===== src/rtl/fft_mag_peak_finder.sv =====
`default_nettype none
// ============================================================================
// Module   : fft_mag_peak_finder
// Purpose  : Consumes the FFT magnitude-squared stream, groups samples into
//            frames of N_BINS bins and reports per frame the peak magnitude,
//            its bin index and the frame energy (sum of all bins) on a
//            valid/ready result port.
// Ports    : clk            - clock
//            reset          - synchronous, active-low reset
//            mag_valid_i    - input sample qualifier
//            mag_sof_i      - first bin of frame (qualified by mag_valid_i)
//            mag_sq_i       - unsigned magnitude squared, 2*W+1 bits
//            peak_valid_o   - result available, held until accepted
//            peak_ready_i   - downstream accepts result
//            peak_mag_o     - largest magnitude in the frame
//            peak_idx_o     - bin index of peak_mag_o (earliest on ties)
//            frame_energy_o - sum of all N_BINS magnitudes
//            frame_err_o    - 1-cycle pulse: start of frame before completion
//            overrun_o      - 1-cycle pulse: result dropped, output busy
// Revision : 1.0 - initial release
// ============================================================================
module fft_mag_peak_finder #(
   parameter int W      = 16,
   parameter int N_BINS = 16,
   parameter int IDX_W  = $clog2(N_BINS),
   parameter int E_W    = 2*W+1+IDX_W
) (
   input  logic             clk,
   input  logic             reset,
   input  logic             mag_valid_i,
   input  logic             mag_sof_i,
   input  logic [2*W:0]     mag_sq_i,
   output logic             peak_valid_o,
   input  logic             peak_ready_i,
   output logic [2*W:0]     peak_mag_o,
   output logic [IDX_W-1:0] peak_idx_o,
   output logic [E_W-1:0]   frame_energy_o,
   output logic             frame_err_o,
   output logic             overrun_o
);

   localparam int             MAG_W    = 2*W+1;
   localparam logic [IDX_W-1:0] LAST_IDX = IDX_W'(N_BINS-1);

   typedef enum logic [0:0] {
      IDLE  = 1'b0,
      ACCUM = 1'b1
   } state_t;

   state_t             state_q;
   logic [IDX_W-1:0]   bin_cnt_q;
   logic [MAG_W-1:0]   cur_max_q;
   logic [IDX_W-1:0]   cur_idx_q;
   logic [E_W-1:0]     acc_q;

   logic               peak_valid_q;
   logic [MAG_W-1:0]   peak_mag_q;
   logic [IDX_W-1:0]   peak_idx_q;
   logic [E_W-1:0]     frame_energy_q;
   logic               frame_err_q;
   logic               overrun_q;

   // Running-frame values including the current sample (continuation bin).
   logic [MAG_W-1:0]   max_d;
   logic [IDX_W-1:0]   idx_d;
   logic [E_W-1:0]     acc_d;
   logic [IDX_W-1:0]   bin_cnt_d;
   logic               last_bin;
   logic               out_free;

   always_comb begin
      max_d     = cur_max_q;
      idx_d     = cur_idx_q;
      // Strict compare: ties keep the earlier bin index.
      if (mag_sq_i > cur_max_q) begin
         max_d = mag_sq_i;
         idx_d = bin_cnt_q;
      end
      acc_d     = acc_q + E_W'(mag_sq_i);
      bin_cnt_d = bin_cnt_q + 1'b1;
      last_bin  = (bin_cnt_q == LAST_IDX);
      // The output slot can take a new result if empty or being drained now.
      out_free  = !peak_valid_q || peak_ready_i;
   end

   always_ff @(posedge clk) begin
      if (!reset) begin
         state_q        <= IDLE;
         bin_cnt_q      <= '0;
         cur_max_q      <= '0;
         cur_idx_q      <= '0;
         acc_q          <= '0;
         peak_valid_q   <= 1'b0;
         peak_mag_q     <= '0;
         peak_idx_q     <= '0;
         frame_energy_q <= '0;
         frame_err_q    <= 1'b0;
         overrun_q      <= 1'b0;
      end else begin
         frame_err_q <= 1'b0;
         overrun_q   <= 1'b0;

         // Handshake drain; a completion below on the same edge overrides it.
         if (peak_valid_q && peak_ready_i) begin
            peak_valid_q <= 1'b0;
         end

         if (mag_valid_i) begin
            if (mag_sof_i) begin
               // Start of frame in either state restarts at bin 0.
               if (state_q == ACCUM) begin
                  frame_err_q <= 1'b1;
               end
               state_q   <= ACCUM;
               cur_max_q <= mag_sq_i;
               cur_idx_q <= '0;
               acc_q     <= E_W'(mag_sq_i);
               bin_cnt_q <= IDX_W'(1);
            end else if (state_q == ACCUM) begin
               if (last_bin) begin
                  state_q   <= IDLE;
                  bin_cnt_q <= '0;
                  if (out_free) begin
                     peak_valid_q   <= 1'b1;
                     peak_mag_q     <= max_d;
                     peak_idx_q     <= idx_d;
                     frame_energy_q <= acc_d;
                  end else begin
                     overrun_q <= 1'b1;
                  end
               end else begin
                  bin_cnt_q <= bin_cnt_d;
               end
               cur_max_q <= max_d;
               cur_idx_q <= idx_d;
               acc_q     <= acc_d;
            end
            // IDLE without start of frame: sample dropped silently.
         end
      end
   end

   assign peak_valid_o   = peak_valid_q;
   assign peak_mag_o     = peak_mag_q;
   assign peak_idx_o     = peak_idx_q;
   assign frame_energy_o = frame_energy_q;
   assign frame_err_o    = frame_err_q;
   assign overrun_o      = overrun_q;

endmodule
`default_nettype wire


===== config.mk =====
export PLATFORM = sky130hd
export DESIGN_NAME = fft_mag_peak_finder
export DESIGN_NICKNAME = d
export VERILOG_FILES = /design/src/rtl/fft_mag_peak_finder.sv
export SDC_FILE = /design/constraint.sdc
export NUM_CORES = 1
export LEC_CHECK = 0
export CORE_AREA = 2 2 131 133
export CTS_BUF_LIST = sky130_fd_sc_hd__clkbuf_4 sky130_fd_sc_hd__clkbuf_8
export DETAILED_ROUTE_END_ITERATION = 6
export DIE_AREA = 0 0 133 135
export DONT_BUFFER_PORTS = 1
export GPL_ROUTABILITY_DRIVEN = 0
export PLACE_DENSITY_LB_ADDON = 0.08
export SLEW_MARGIN = 20
export SYNTH_ARGS = -nofsm -noshare
export SYNTH_HDL_FRONTEND = slang
export SYNTH_SLANG_ARGS = --single-unit

===== constraint.sdc =====
create_clock -name clk -period 4 [get_ports clk]
set_input_delay 0.8 -clock clk [delete_from_list [all_inputs] [get_ports clk]]
set_output_delay 0.8 -clock clk [all_outputs]
set_load 0.005 [all_outputs]

==> reports/qor.yml <==
leakagePower_nw: 3.94
root_buffer: "clkbuf_8"
power.density_nw_per_um2: 372
holdPathStages: 1
num_antenna_cells: 0
vias: 7728
finish.utilization_pct: 58.1
cts_resized: 0
stdcell_area_um2: 9540
setup_tns_ns: 0
rrSetupSlack_ns: 1.15
fin_nets: 1171
num_rows: 47
ys.flop_type: "dfxtp_1"
hold_class: "primary input to register"
drc: 0
grtUsageTotal_pct: 26.5
via_per_inst: 5.96
antenna_found_initial: 0
drv_slew: 0
path_class: "register to register"
cts_inserted_buffers: 17
clk_pin_slew_ns: 0.08
design.core.area_um2: 16400
placed_area_um2: 9100
syn_area_um2: 8980
arrival_ns: 3.23
cap_violations: 0
drive_gt1_share_pct: 6.59
synth_area_per_cell_um2: 8.14
worstReg2RegStart: "cur_max_q[3]"
place_hpwl_um: 16900
hold_buffers: 0
r2r_cells: 11
whs_endpoint: "acc_q[0]"
yosysUniqueCellTypes: 63
dieArea_um2: 18000
grt_pass1_vias: 7093
required_ns: 4.38
worstMarginPinSlew_ns: 0.801
power_w: 0.00355
clock_sinks: 156
ys_warn_count: 0
status: "finished clean"
end_kind: "register"
wire_per_inst_um: 18.1
die_h_um: 135
fmax_mhz: 350
port_buffers: 0
synthArstFlopShare_pct: 0
first_iter_violations: 522
finalCriticalPeriod_ns: 2.85
ir_worst_vdd_mv: 0.198
ys_seq_area_share_pct: 34.8
h-tree-depth: 4
clock_latency_ns: 0.46
startpoint_type: "register"
firstDrtPassIters: 4
finalCritPeriodShare_pct: 71.4
io-pin-count: 115
setup_viol: 0
cts.path.max_buffers: 2
grt_setup_unrepaired: "no"
slew_headroom_pct: 46.5
hold_viol: 0
overflow: 0
grt_max_degree: 147
wl_um: 23500
syn_nets: 1209
tritoncts: "done"
hp-start: "mag_valid_i"
synthCells: 1103
r2r-end: "cur_max_q[14]"
postRouteAntennaNets: 0
grt_pass1_wl_um: 38100
syn_to_final_growth_pct: 6.16
initial_core_util_pct: 54.7
die_w_um: 133
crit_fanout: 9
clock_skew_ns: 0.0131
ys_ff_latch: 156
post_cts_buffers: 0
synth-edff-count: 0
==> cells in the final DEF (no fill, tap or decap), drive strengths merged, types with 7 or more instances in the layout <==
cell / instances
nand2b: 9
clkbuf: 24
xnor2: 21
ha: 67
o21ai: 83
inv: 43
o21a: 7
and3: 10
nand4: 16
a21o: 25
nor2b: 8
nand3: 36
a211oi: 15
nor2: 49
o22ai: 11
dfxtp: 156
nand2: 161
buf: 14
mux2i: 70
a21oi: 135
o211ai: 8
nor3: 14
a22oi: 25
==> routing by layer <==
metal	track usage (%)	vias up	wire, um
li1	-	3873	-
met2	40.8	253	10200
met5	0	-	0
met1	37.8	3581	11300
met4	5.38	0	212
met3	6.46	21	1780
==> worst max-delay path, cell delays in order (launching register included) <==
cell     delay [ns]
dfxtp_1        0.36
inv_1          0.07
ha_1           0.29
a21o_1         0.18
a21oi_1        0.14
a21oi_1        0.13
o31a_1         0.31
o21ai_1        0.23
a21oi_4        0.11
a21oi_4        0.42
buf_4          0.33
mux2i_1        0.20
==> power by group <==
part	leakage, nW	switching [W]	total [W]	internal, W
clock network	0.225	0.000572	0.00131	0.000734
registers	1.27	0.0000321	0.00163	0.00160
logic	2.44	0.000361	0.000612	0.000251
==> layout make-up <==
type	count	area [um2]
Fill cell	1501	6870
Timing Repair Buffer	14	130
Clock inverter	7	139
Tap cell	220	275
Sequential cell	156	3120
Multi-Input combinational cell	833	5410
Clock buffer	24	293
Inverter	43	161
==> Yosys cell counts, types with 4 or more instances <==
library cell / number / area, um2
buf_4: 7 / 52.6
dfxtp_1: 156 / 3120
clkbuf_1: 50 / 188
nor2_1: 49 / 184
a22oi_1: 25 / 188
o22ai_1: 11 / 68.8
o21ai_1: 5 / 25.0
nor3_1: 14 / 70.1
mux2i_1: 70 / 701
a211o_1: 4 / 35.0
a211oi_1: 8 / 60.1
buf_2: 11 / 55.1
a21oi_1: 133 / 666
xnor2_1: 21 / 184
o21a_1: 6 / 45.0
and2_1: 5 / 31.3
xor2_1: 5 / 43.8
a31oi_1: 4 / 25.0
o211ai_1: 7 / 52.6
o221ai_1: 4 / 35.0
a21o_1: 25 / 188
nand3b_1: 6 / 45.0
o21bai_1: 4 / 30.0
nand2b_1: 9 / 56.3
nor2b_1: 8 / 50.1
inv_1: 43 / 161
ha_1: 67 / 838
and3_1: 10 / 62.6
nand3_1: 36 / 180
nand2_1: 161 / 604
o21ai_0: 77 / 385
a211oi_2: 6 / 75.1
nand4_1: 16 / 100
==> flip-flops by register name, summed over array words and instances, names as in the netlist <==
name	count
peak_valid_o	1
frame_energy_o	37
state_q	1
cur_max_q	33
frame_err_o	1
peak_mag_o	33
peak_idx_o	4
bin_cnt_q	4
overrun_o	1
acc_q	37
cur_idx_q	4
==> worst max-delay path by stage <==
stage / slack, ns / from / endpoint / depth (start not counted)
after floorplan: 0.91 / mag_sq_i[0] / frame_energy_o[34] / 10
after global placement: 0.81 / mag_sq_i[0] / frame_energy_o[34] / 11
after detailed placement: 0.77 / mag_sq_i[0] / frame_energy_o[34] / 11
after CTS: 1.14 / cur_max_q[3] / cur_max_q[20] / 11
after global routing: 1.01 / cur_max_q[32] / cur_max_q[20] / 10
final: 1.15 / cur_max_q[3] / cur_max_q[14] / 11
==> metrics by stage <==
step                instances  setup WS, ns  hold slack, ns
finish                   1297          1.15           0.421
global route             1297          1.01           0.399
CTS                      1297          1.14           0.400
detailed placement       1266         0.774           0.466
global placement         1266         0.807           0.458
floorplan                1103         0.910           0.446
==> cells by family (layout without fill, tap and decap cells) <==
kind of cell	Yosys count	after routing	share of synthesized area, %
compound gates	344	344	23.6
simple gates	325	325	16.4
flops	156	156	34.8
buf+inv	114	88	5.29
mux	70	70	7.80
fa+ha+maj	68	68	9.56
xor+xnor	26	26	2.54
Power figures use the tool's default switching activity.
